**src/rtl/sfm_ctrl_cntx_mgr.sv**
```systemverilog
// sfm_ctrl_cntx_mgr: ring of job register contexts dispatched in order, with saved partial-softmax slots
module sfm_ctrl_cntx_mgr #(
  parameter int N_CNTX    = 2,
  parameter int N_REGS    = 4,
  parameter int N_SLOTS   = 2,
  parameter int REG_W     = 32,
  parameter int WIDTH_IN  = 16,
  parameter int WIDTH_ACC = 32,
  localparam int AW = $clog2(N_REGS + 2),
  localparam int SW = N_SLOTS > 1 ? $clog2(N_SLOTS) : 1,
  localparam int CW = $clog2(N_CNTX)
) (
  input  logic                    clk_i,
  input  logic                    rst_i,
  input  logic                    cfg_req_i,
  input  logic                    cfg_we_i,
  input  logic [AW-1:0]           cfg_addr_i,
  input  logic [REG_W-1:0]        cfg_wdata_i,
  output logic                    cfg_gnt_o,
  output logic                    cfg_rvalid_o,
  output logic [REG_W-1:0]        cfg_rdata_o,
  output logic                    job_valid_o,
  input  logic                    job_ready_i,
  output logic [N_REGS*REG_W-1:0] job_regs_o,
  output logic [CW-1:0]           job_id_o,
  input  logic                    done_i,
  input  logic [WIDTH_IN-1:0]     res_max_i,
  input  logic [WIDTH_ACC-1:0]    res_den_i,
  output logic                    slot_valid_o,
  output logic [WIDTH_IN-1:0]     slot_max_o,
  output logic [WIDTH_ACC-1:0]    slot_den_o,
  output logic                    evt_o
);
  localparam int RW = $clog2(N_REGS);
  localparam int NW = $clog2(N_CNTX + 1);
  logic [REG_W-1:0] ctx [N_CNTX][N_REGS];
  logic [CW-1:0] wp, dp, run_id;
  logic [NW-1:0] cnt;
  logic running, full, wr, rd, reg_wr, trig, fin, take;
  logic [N_SLOTS-1:0] slot_vld;
  logic [WIDTH_IN-1:0] slot_max [N_SLOTS];
  logic [WIDTH_ACC-1:0] slot_den [N_SLOTS];
  logic [REG_W-1:0] status, job_cmd, run_cmd;
  logic [SW-1:0] job_slot, run_slot;

  function automatic logic [SW-1:0] slot_of(input logic [REG_W-1:0] c);
    return int'(c[8 +: SW]) >= N_SLOTS ? SW'(N_SLOTS - 1) : c[8 +: SW];
  endfunction

  always_comb begin
    full = cnt == NW'(N_CNTX);
    cfg_gnt_o = cfg_req_i && (!cfg_we_i || !full);
    wr = cfg_gnt_o && cfg_we_i;
    rd = cfg_gnt_o && !cfg_we_i;
    reg_wr = wr && cfg_addr_i < AW'(N_REGS);
    trig = wr && cfg_addr_i == AW'(N_REGS);
    fin = done_i && running;
    job_valid_o = cnt != '0 && !running;
    take = job_valid_o && job_ready_i;
    job_id_o = dp;
    job_cmd = ctx[dp][3];
    run_cmd = ctx[run_id][3];
    job_slot = slot_of(job_cmd);
    run_slot = slot_of(run_cmd);
    slot_valid_o = slot_vld[job_slot];
    slot_max_o = slot_max[job_slot];
    slot_den_o = slot_den[job_slot];
    status = '0;
    status[0] = running;
    status[1] = full;
    status[15:8] = 8'(cnt);
    status[23:16] = running ? 8'(run_id) : 8'h0;
    job_regs_o = '0;
    for (int r = 0; r < N_REGS; r++) job_regs_o[r*REG_W +: REG_W] = ctx[dp][r];
  end

  always_ff @(posedge clk_i or posedge rst_i) begin
    if (rst_i) begin
      wp <= '0;
      dp <= '0;
      run_id <= '0;
      cnt <= '0;
      running <= 1'b0;
      slot_vld <= '0;
      evt_o <= 1'b0;
      cfg_rvalid_o <= 1'b0;
      cfg_rdata_o <= '0;
      for (int c = 0; c < N_CNTX; c++)
        for (int r = 0; r < N_REGS; r++) ctx[c][r] <= '0;
      for (int s = 0; s < N_SLOTS; s++) begin
        slot_max[s] <= '0;
        slot_den[s] <= '0;
      end
    end else begin
      cfg_rvalid_o <= rd;
      cfg_rdata_o <= !rd ? '0 :
                     cfg_addr_i < AW'(N_REGS) ? ctx[wp][RW'(cfg_addr_i)] :
                     cfg_addr_i == AW'(N_REGS + 1) ? status : '0;
      evt_o <= fin;
      cnt <= cnt + NW'(trig) - NW'(fin);
      if (reg_wr) ctx[wp][RW'(cfg_addr_i)] <= cfg_wdata_i;
      if (trig) wp <= wp == CW'(N_CNTX - 1) ? '0 : wp + 1'b1;
      if (take) begin
        running <= 1'b1;
        run_id <= dp;
        dp <= dp == CW'(N_CNTX - 1) ? '0 : dp + 1'b1;
      end
      if (fin) begin
        running <= 1'b0;
        if (run_cmd[0]) begin
          slot_vld[run_slot] <= 1'b1;
          slot_max[run_slot] <= res_max_i;
          slot_den[run_slot] <= res_den_i;
        end
        if (run_cmd[1] && run_cmd[2]) slot_vld[run_slot] <= 1'b0;
      end
    end
  end
endmodule
```
**config.mk**
```make
export PLATFORM = sky130hd
export DESIGN_NAME = sfm_ctrl_cntx_mgr
export DESIGN_NICKNAME = d
export VERILOG_FILES = /design/src/rtl/sfm_ctrl_cntx_mgr.sv
export SDC_FILE = /design/constraint.sdc
export NUM_CORES = 1
export LEC_CHECK = 0
export CORE_ASPECT_RATIO = 2
export CORE_MARGIN = 4
export CORE_UTILIZATION = 42
export CTS_CLUSTER_DIAMETER = 50
export CTS_CLUSTER_SIZE = 25
export DETAILED_ROUTE_END_ITERATION = 10
export PLACE_DENSITY = 0.65
export SLEW_MARGIN = 20
export SYNTH_ARGS = -nofsm -noshare
export SYNTH_HDL_FRONTEND = slang
export SYNTH_SLANG_ARGS = --single-unit
export TNS_END_PERCENT = 100
```
**constraint.sdc**
```tcl
create_clock -name clk_i -period 18.65 [get_ports clk_i]
set_input_delay 3.73 -clock clk_i [delete_from_list [all_inputs] [get_ports clk_i]]
set_output_delay 3.73 -clock clk_i [all_outputs]
set_load 0.01 [all_outputs]
```
Word-level counts from Yosys, hierarchy flattened
Index checks and enable logic that the tools add are counted.

cells by class
  multiplexer cells = 44
  order comparisons = 13
  shift operators = 0
  $mul = 0
  div/mod/pow operators = 0
  add/sub/neg operators = 4
  reduce and logical (&&, ||, !) cells = 20
  equal/unequal tests = 3
  bitwise logic cells = 9

operators by type and width
  cell                                                                          number
  128-bit two-way mux                                                           7
  32-bit two-way mux                                                            9
  256-bit bitwise mux                                                           1
  128-bit demux with 1-bit select                                               1
  32-bit binary-select mux with 2-bit select                                    1
  64-bit bitwise mux                                                            1
  32-bit demux with 2-bit select                                                1
  16-bit two-way mux                                                            4
  32-bit bitwise mux                                                            1
  32-bit demux with 1-bit select                                                1
  9-bit two-way mux                                                             3
  17-bit two-way mux                                                            1
  16-bit demux with 1-bit select                                                1
  1-bit logical AND                                                             13
  2-bit >= comparator, second input constant                                    5
  1-bit inverter with 2-bit output                                              5
  1-bit two-way mux                                                             8
  3-bit == test, second input constant                                          2
  2-bit two-way mux                                                             3
  1-bit by 2-bit less-than comparator with 1-bit output, second input constant  2
  2-bit by 1-bit less-than comparator with 1-bit output, second input constant  2
  2-bit nonzero test                                                            2
  3-bit >= comparator, second input constant                                    1
  1-bit logical NOT                                                             3
  other kinds (14)                                                              15

storage, ports and cells
  ROM bits = 0
  memories = 0
  logic and storage cells = 114
  RAM bits = 0
  input port bits = 89
  output and inout bits = 214
  latch bits = 0
  bits in registers = 394

Logic depth before layout (Yosys ltp)
Gate-level depths: netlist of the first run.

  depth after elaboration = 13
  depth in mapped cells = 8

Least setup slack after synthesis of the first run
Ideal clock, no wire load.

  path type = in2out
  start = input port cfg_req_i
  end = output port cfg_gnt_o
  arrival time = 4.030 ns
  path slack = 10.890 ns
  path buffers = 0
  required time = 14.920 ns
  stages = 1
  cell sequence = a21boi_0

between the ends
  cells in the longest elaborated chain, start to end = 1

RTL lines
  item               line  source
  start, declared    15    input logic cfg_req_i,
  1-bit logical AND  52    cfg_gnt_o = cfg_req_i && (!cfg_we_i || !full);
  end, declared      19    output logic cfg_gnt_o,

No other way between the ends.

Worst setup path after layout of the first run
Ends and elaborated chain as after synthesis.

==> results.json, run 1 <==
{
  "outcome": "complete, no violations",
  "antenna_cells": 0,
  "layoutNonFillerInstCount": 2042,
  "grt-ovfl-total": 0,
  "tritoncts": "done",
  "placementRows": 108,
  "num_vias": 11164,
  "start_kind": "primary input",
  "mappedNetlistNets": 1280,
  "grt_use_total": 0.206,
  "area_growth_pct": 25.0,
  "antenna_found_initial": 1,
  "yosys_warnings": 0,
  "cts_buffers": 31,
  "rsz0062_at_grt": "no",
  "synthArstFlopShare": 1.00,
  "drive_above_1_share": 0.432,
  "p_total_w": 0.00375,
  "synth_area_um2": 18400,
  "dpl-instance-area_um2": 22000,
  "grt_pass1_vias": 12428,
  "clockBufferDepth": 3,
  "wl_um": 49100,
  "power.density_cell_area_nw_per_um2": 163,
  "reg2regPathDepth": 4,
  "cts_resized": 0,
  "start_util": 0.424,
  "crit_arrival_ns": 4.95,
  "path_max_fanout": 3,
  "synth_seq_cells": 394,
  "die_h_um": 304,
  "ir_drop_uv": 110,
  "skew_ns": 0.0168,
  "cts_hold_buf": 0,
  "dr.pass1.iters": 4,
  "final_area_um2": 23000,
  "finalHoldViolations": 0,
  "core_area_um2": 43400,
  "die_w_um": 156,
  "drc": 0,
  "leakage_nw": 10.3,
  "synthDistinctLibCells": 28,
  "ant_nets": 0,
  "synth-edff-count": 0,
  "hold_class": "flip-flop to flip-flop",
  "grt_pass1_wl_um": 76300,
  "insertion_delay_ns": 0.59,
  "drv_cap": 0,
  "nFillCells": 3653,
  "final_nets": 1560,
  "cp-end-kind": "output pin",
  "path_class": "primary input to output pin",
  "vias_per_cell": 5.47,
  "ctsHtreeMaxLevel": 1,
  "cts_setup_buffers": 0,
  "relSlewSlack": 0.276,
  "min_delay_path_depth": 1,
  "io_pins": 303,
  "syn_avg_cell_area_um2": 15.5,
  "setup_tns_ns": 0,
  "cts_root_buf": "clkbuf_16",
  "synthFlopType": "dfrtp_1",
  "drv_slew": 0,
  "portBuffers": 302,
  "period_needed_ns": 8.68,
  "min_period_over_period": 0.465,
  "ys_seq_area_frac": 0.536,
  "dp_hpwl_um": 31800,
  "clock_sinks": 394,
  "synth_cells": 1189,
  "route.detailed.wl_per_inst_um": 24.1,
  "grt_max_degree": 119,
  "whs_ns": 0.502,
  "first_iter_violations": 345,
  "cp.required_ns": 14.92,
  "dp_cells": 1986,
  "dieArea_um2": 47400,
  "finalSetupViolations": 0,
  "path_clk_slew_ns": 0.07,
  "worstMarginPinSlew_ns": 1.09,
  "place.gp.congestion": 0.757,
  "clock.fmax_ghz": 0.115
}
-- report_power, final --
group | leakage [nW] | internal (W) | switching, W
clock | 0.496 | 0.000328 | 0.000346
sequential | 5.16 | 0.00117 | 0.000229
combinational | 4.69 | 0.00104 | 0.000641
-- registers in the layout, indices dropped and copies added (netlist names) --
register	flops
ctx	256
slot_den	64
cfg_rdata_o	32
slot_max	32
cnt	2
slot_vld	2
cfg_rvalid_o	1
evt_o	1
job_id_o	1
run_id	1
running	1
wp	1
-- synthesized netlist by cell type (2+ instances only) --
library cell	count	area, um2
buf_2	46	230
mux2i_1	41	410
o21ai_0	3	15.0
clkbuf_1	25	93.8
nand2_1	13	48.8
buf_4	2	15.0
a32o_1	3	30.0
and2_1	2	12.5
a21oi_1	2	10.0
xnor2_1	4	35.0
mux2_1	40	450
nor2b_1	4	25.0
a221oi_1	2	17.5
ha_1	2	25.0
mux4_2	59	1330
inv_1	4	15.0
a2bb2oi_1	2	17.5
buf_1	3	11.3
nand2b_1	5	31.3
dfrtp_1	394	9860
nor2_1	33	124
nand3_1	4	20.0
mux2_2	491	5530
-- kinds of logic after synthesis --
family | synth area share
flip-flops | 0.536
AND/OR/NAND/NOR | 0.0160
adder cells (fa/ha/maj) | 0.00136
buffers and inverters | 0.0198
XOR/XNOR | 0.00190
multiplexers | 0.419
AO/OA/AOI/OAI | 0.00578
-- metrics by stage --
stage / util / setup WS [ns]
3_5_place_dp: 0.507 / 9.98
2_1_floorplan: - / 3.97
3_3_place_gp: 0.507 / 9.94
4_1_cts: 0.530 / 9.96
6_report: 0.530 / 9.97
5_1_grt: 0.530 / 9.92
-- critical path: stages --
cell and delay, ns:
clkdlybuf4s50_1 0.48, a21boi_0 0.18, clkdlybuf4s50_1 0.56
-- routing by layer --
| metal | routed length [um] | GRT usage |
|---|---|---|
| met1 | 19000 | 0.246 |
| met2 | 26200 | 0.376 |
| met3 | 2880 | 0.0444 |
| met4 | 1040 | 0.0495 |
| met5 | 13 | 0 |
-- layout by cell type (no fill, tap or decap), types with 3 or more instances in the layout --
cell type	n
clkinv_8	3
inv_1	3
nor2_1	31
mux2_1	40
mux2i_1	40
xnor2_1	4
o21ai_0	3
clkbuf_16	31
nand2_1	7
mux2_2	491
clkinv_4	7
inv_8	6
clkdlybuf4s50_1	300
mux4_2	59
dfrtp_1	392
nand2b_1	4
nor2b_1	4
a32o_1	3
nand2_2	6
inv_6	3
buf_4	22
-- final timing paths --
check / slack [ns] / endpoint / from
setup / recovery: 9.97 / cfg_gnt_o / cfg_req_i
hold / removal: 0.50 / slot_den[58]$_DFFE_PP0P_ / slot_den[58]$_DFFE_PP0P_
setup reg to reg: 15.52 / ctx[127]$_DFFE_PP0P_ / wp$_DFFE_PP0N_
hold reg to reg: 0.50 / slot_den[58]$_DFFE_PP0P_ / slot_den[58]$_DFFE_PP0P_
max in group asynchronous: 11.72 / wp$_DFFE_PP0N_ / rst_i
min in group asynchronous: 3.67 / cfg_rdata_o[27]$_DFF_PP0_ / rst_i
-- layout make-up --
class	count	area (um2)	share of cell area
clock buffer	35	811	0.0352
clock inverter	21	213	0.00924
inverter	4	22.5	0.000979
multi-input combinational	715	8240	0.358
sequential	394	9870	0.429
tap	550	688	0.0299
timing repair buffer	323	3170	0.138
Note: power is estimated with default switching activity, not from simulation.
==> run 2: changes to the inputs <==
--- a/config.mk
+++ b/config.mk
@@ -11,7 +11,7 @@
 export CTS_CLUSTER_DIAMETER = 50
 export CTS_CLUSTER_SIZE = 25
 export DETAILED_ROUTE_END_ITERATION = 10
-export PLACE_DENSITY = 0.65
+export PLACE_DENSITY = 0.68
 export SLEW_MARGIN = 20
 export SYNTH_ARGS = -nofsm -noshare
 export SYNTH_HDL_FRONTEND = slang
==> constraint.sdc (replaced) <==
create_clock -name clk_i -period 6.95 [get_ports clk_i]
set_input_delay 1.39 -clock clk_i [delete_from_list [all_inputs] [get_ports clk_i]]
set_output_delay 1.39 -clock clk_i [all_outputs]
set_load 0.01 [all_outputs]
==> results.json, run 2 (synthesis gave the netlist of run 1 again) <==
{
  "final_common_cell": "mux2_2",
  "ctsHtreeMaxLevel": 1,
  "final_cell_mix": "mux2_2, dfrtp_1, clkdlybuf4s50_1, mux4_2",
  "top_register": "ctx",
  "insertion_delay_ns": 0.59,
  "cts_resized": 0,
  "grt_use_total": 0.206,
  "antenna_found_initial": 1,
  "cp.required_ns": 5.56,
  "dp_hpwl_um": 33100,
  "start_kind": "flip-flop",
  "dr.pass1.iters": 4,
  "io_pins": 303,
  "routed.top_layer": "met4",
  "relSlewSlack": 0.273,
  "nFillCells": 3655,
  "grt_max_degree": 114,
  "crit_arrival_ns": 3.58,
  "setup_tns_ns": 0,
  "cp-end-kind": "output pin",
  "skew_ns": 0.0196,
  "p_total_w": 0.0101,
  "wl_met3_um": 2880,
  "whs_ns": 0.506,
  "num_vias": 11215,
  "period_needed_ns": 4.97,
  "place.gp.congestion": 0.744,
  "layoutNonFillerInstCount": 2037,
  "drt-met1-wl_um": 18900,
  "power.density_cell_area_nw_per_um2": 438,
  "cts_buffers": 28,
  "top_regs": "ctx (256), slot_den (64)",
  "vias_per_cell": 5.51,
  "drv_slew": 0,
  "largest_register_ffs": 256,
  "ant_nets": 0,
  "placementRows": 108,
  "min_period_over_period": 0.715,
  "portBuffers": 302,
  "core_area_um2": 43400,
  "grt-ovfl-total": 0,
  "ir_drop_uv": 272,
  "path_class": "flip-flop to output pin",
  "die_h_um": 304,
  "outcome": "complete, no violations",
  "die_w_um": 156,
  "cts_hold_buf": 0,
  "finalSetupViolations": 0,
  "worstMarginPinSlew_ns": 1.09,
  "grt_pass1_wl_um": 76200,
  "rsz0062_at_grt": "no",
  "first_iter_violations": 387,
  "start_util": 0.424,
  "tritoncts": "done",
  "drc": 0,
  "fin_util": 0.531,
  "dieArea_um2": 47400,
  "hold_class": "flip-flop to flip-flop",
  "route.detailed.wl_per_inst_um": 24.2,
  "dr_wl_met2_um": 26100,
  "drive_above_1_share": 0.431,
  "dp_cells": 1984,
  "drv_cap": 0,
  "path_max_fanout": 67,
  "clock.fmax_ghz": 0.201,
  "final_nets": 1555,
  "path_clk_slew_ns": 0.09,
  "rrSetupSlack_ns": 3.87,
  "area_growth_pct": 25.2,
  "finalHoldViolations": 0,
  "clockBufferDepth": 3,
  "clock_sinks": 394,
  "cts_setup_buffers": 0,
  "wl_um": 49300,
  "grt_pass1_vias": 12447,
  "cts_root_buf": "clkbuf_16",
  "leakage_nw": 10.3
}
-- run 2: cell type report --
cell class | count | area (um2) | area share
Timing Repair Buffer | 321 | 3200 | 0.139
Multi-Input combinational cell | 715 | 8240 | 0.357
Antenna cell | 1 | 2.50 | 0.000109
Tap cell | 550 | 688 | 0.0299
Inverter | 4 | 18.8 | 0.000815
Sequential cell | 394 | 9870 | 0.428
Clock inverter | 24 | 330 | 0.0143
Clock buffer | 28 | 701 | 0.0304
-- run 2: metal layers --
layer	track usage	up-vias
li1	-	4933
met5	0	-
met4	0.0611	0
met2	0.368	302
met1	0.248	5908
met3	0.0423	72
-- run 2: worst paths after layout --
| check | from | endpoint | cells past startpoint |
|---|---|---|---|
| max | job_id_o$_DFFE_PP0P_ | slot_max_o[2] | 4 |
| min | slot_max[3]$_DFFE_PP0P_ | slot_max[3]$_DFFE_PP0P_ | 1 |
| max reg2reg | wp$_DFFE_PP0N_ | ctx[3]$_DFFE_PP0P_ | 4 |
| min reg2reg | slot_max[3]$_DFFE_PP0P_ | slot_max[3]$_DFFE_PP0P_ | 1 |
| max in group asynchronous | rst_i | slot_max[19]$_DFFE_PP0P_ | 4 |
| min in group asynchronous | rst_i | cfg_rdata_o[5]$_DFF_PP0_ | 2 |
-- run 2: critical path, stage by stage (launching register included) --
cell,delay (ns)
dfrtp_4,1.07
mux2i_4,0.34
buf_4,0.59
mux2_2,0.41
clkdlybuf4s50_1,0.51
-- run 2: report_power, final --
| group | total (W) | switching [W] | internal [W] | leakage (nW) |
|---|---|---|---|---|
| Sequential | 0.00387 | 0.000740 | 0.00313 | 5.16 |
| Clock | 0.00183 | 0.000952 | 0.000877 | 0.481 |
| Combinational | 0.00440 | 0.00161 | 0.00279 | 4.69 |
-- run 2: stage by stage --
stage | area [um2] | setup slack [ns]
finish | 23000 | 1.98
global placement | 22000 | 2.53
global route | 23000 | 1.80
floorplan | 18400 | 0.258
CTS | 23000 | 1.86
detailed placement | 22000 | 2.53
==> run 3: changes to the inputs <==
==> constraint.sdc (replaced) <==
create_clock -name clk_i -period 4.2 [get_ports clk_i]
set_input_delay 0.84 -clock clk_i [delete_from_list [all_inputs] [get_ports clk_i]]
set_output_delay 0.84 -clock clk_i [all_outputs]
set_load 0.01 [all_outputs]
==> results.json, run 3 (synthesis gave the netlist of run 1 again) <==
{
  "start_kind": "flip-flop",
  "grt_pass1_wl_um": 76300,
  "wl_um": 48900,
  "nFillCells": 3624,
  "relSlewSlack": 0.413,
  "vias_per_cell": 5.48,
  "dp_hpwl_um": 34000,
  "crit_start": "job_id_o$_DFFE_PP0P_",
  "power.density_cell_area_nw_per_um2": 729,
  "combinationalPowerShare": 0.448,
  "r2r_end": "ctx[60]$_DFFE_PP0P_",
  "place.gp.congestion": 0.789,
  "period_needed_ns": 3.54,
  "grt_use_total": 0.206,
  "p_sw_w": 0.00562,
  "min_period_over_period": 0.842,
  "first_iter_violations": 418,
  "num_vias": 11252,
  "top_register": "ctx",
  "path_clk_slew_ns": 0.09,
  "path_max_fanout": 130,
  "die_h_um": 304,
  "largest_register_ffs": 256,
  "finalHoldViolations": 0,
  "start_util": 0.424,
  "pwr-share-clk": 0.186,
  "crit_slowest_cell": "buf_12",
  "drive_above_1_share": 0.436,
  "final_cell_mix": "mux2_2, dfrtp_1, clkdlybuf4s50_1, mux4_2",
  "dr.pass1.iters": 6,
  "drv_cap": 0,
  "ctsHtreeMaxLevel": 1,
  "cp_cell_sequence": "buf_12 > mux2_2 > clkdlybuf4s50_1",
  "core_area_um2": 43400,
  "drc": 0,
  "rrSetupSlack_ns": 1.33,
  "cts_buffers": 30,
  "grt_pass1_vias": 12428,
  "grtUsageMet2": 0.374,
  "skew_ns": 0.0247,
  "grt_busiest_layer": "met2",
  "route.detailed.wl_per_inst_um": 23.9,
  "finalSetupViolations": 0,
  "tritoncts": "done",
  "critPathCapture": "job_regs_o[123]",
  "use_met3": 0.0437,
  "top_regs": "ctx (256), slot_den (64)",
  "leakage_nw": 10.5,
  "outcome": "complete, no violations",
  "finalWorstSetupSlack_ns": 0.663,
  "ir_drop_uv": 463,
  "drv_slew": 0,
  "placementRows": 108,
  "clockBufferDepth": 3,
  "clock.fmax_ghz": 0.283,
  "pwr-share-seq": 0.367,
  "die_w_um": 156,
  "clock_sinks": 394,
  "cp.required_ns": 3.36,
  "final_common_cell": "mux2_2",
  "cts_hold_buf": 0,
  "grtUsageMet1": 0.241,
  "dieArea_um2": 47400,
  "path_class": "flip-flop to output pin",
  "io_pins": 303,
  "rsz0062_at_grt": "no",
  "hold_class": "flip-flop to flip-flop",
  "p_int_w": 0.0113,
  "reg2regPathDepth": 4,
  "ant_nets": 0,
  "max_stage_delay_ns": 0.60,
  "crit_arrival_ns": 2.70,
  "grt_max_degree": 131,
  "worstMarginPinSlew_ns": 0.881,
  "sw_frac_of_total": 0.331,
  "rr_startpoint": "wp$_DFFE_PP0N_",
  "area_growth_pct": 26.5,
  "cp-end-kind": "output pin",
  "cts_root_buf": "clkbuf_16",
  "final_nets": 1569,
  "cts_setup_buffers": 0,
  "antenna_found_initial": 3,
  "portBuffers": 302,
  "insertion_delay_ns": 0.60,
  "grt-ovfl-total": 0,
  "dp_slack_ns": 0.757,
  "whs_ns": 0.506,
  "cts_resized": 0
}
run 3: changes by cell type in the layout (fill, tap and decap cells not counted), sizes merged:
cell / before / now
buf: 21 / 33
inv: 13 / 17
clkinvlp: 6 / 3
clkbuf: 28 / 30
bufinv: 2 / 1
clkinv: 7 / 8
run 3: how the worst min path moves through the flow:
stage | cells after the start | to | startpoint
final | 1 | slot_max[25]$_DFFE_PP0P_ | slot_max[25]$_DFFE_PP0P_
after global routing | 1 | slot_max[25]$_DFFE_PP0P_ | slot_max[25]$_DFFE_PP0P_
after CTS | 1 | slot_max[25]$_DFFE_PP0P_ | slot_max[25]$_DFFE_PP0P_
after detailed placement | 1 | slot_max[17]$_DFFE_PP0P_ | slot_max[17]$_DFFE_PP0P_
after global placement | 1 | slot_den[32]$_DFFE_PP0P_ | slot_den[32]$_DFFE_PP0P_
after floorplan | 1 | slot_max[16]$_DFFE_PP0P_ | slot_max[16]$_DFFE_PP0P_
run 3: area by class of cell:
type,count,area (um2),area share
well taps,550,688,0.0296
inverters,4,18.8,0.000806
clock inverters,25,345,0.0148
diodes,1,2.50,0.000107
flip-flops and latches,394,9870,0.424
multi-input cells,715,8240,0.354
repair buffers,333,3370,0.145
clock buffers,30,751,0.0322
run 3: metal layers:
metal	vias to the layer above	routed length, um
met5	-	0
met4	0	1450
met3	62	2930
met2	298	26400
met1	5927	18200
li1	4965	-
run 3: stage by stage:
step | power (W) | TNS [ns] | std cells | instance area, um2 | utilization
final | 0.0170 | 0 | 2052 | 23300 | 0.537
after global routing | 0.0179 | 0 | 2052 | 23300 | 0.537
after CTS | 0.0172 | 0 | 2051 | 23300 | 0.537
after detailed placement | 0.0140 | 0 | 1996 | 22200 | 0.511
after global placement | 0.0138 | 0 | 1996 | 22200 | 0.511
after floorplan | 0.0104 | -765.09 | 1189 | 18400 | -
run 3: critical path, delay by kind of cell, from the launching register on:
kind,cells,cell delay [ns]
multiplexers,1,0.45
flip-flops,1,0.46
buffers and inverters,2,1.09
run 3: power groups by stage:
stage | logic [W] | clock network (W) | registers [W]
2_1_floorplan | 0.00455 | 0 | 0.00585
3_3_place_gp | 0.00763 | 0 | 0.00621
3_5_place_dp | 0.00770 | 0 | 0.00631
4_1_cts | 0.00775 | 0.00325 | 0.00623
5_1_grt | 0.00812 | 0.00339 | 0.00643
6_report | 0.00759 | 0.00315 | 0.00623
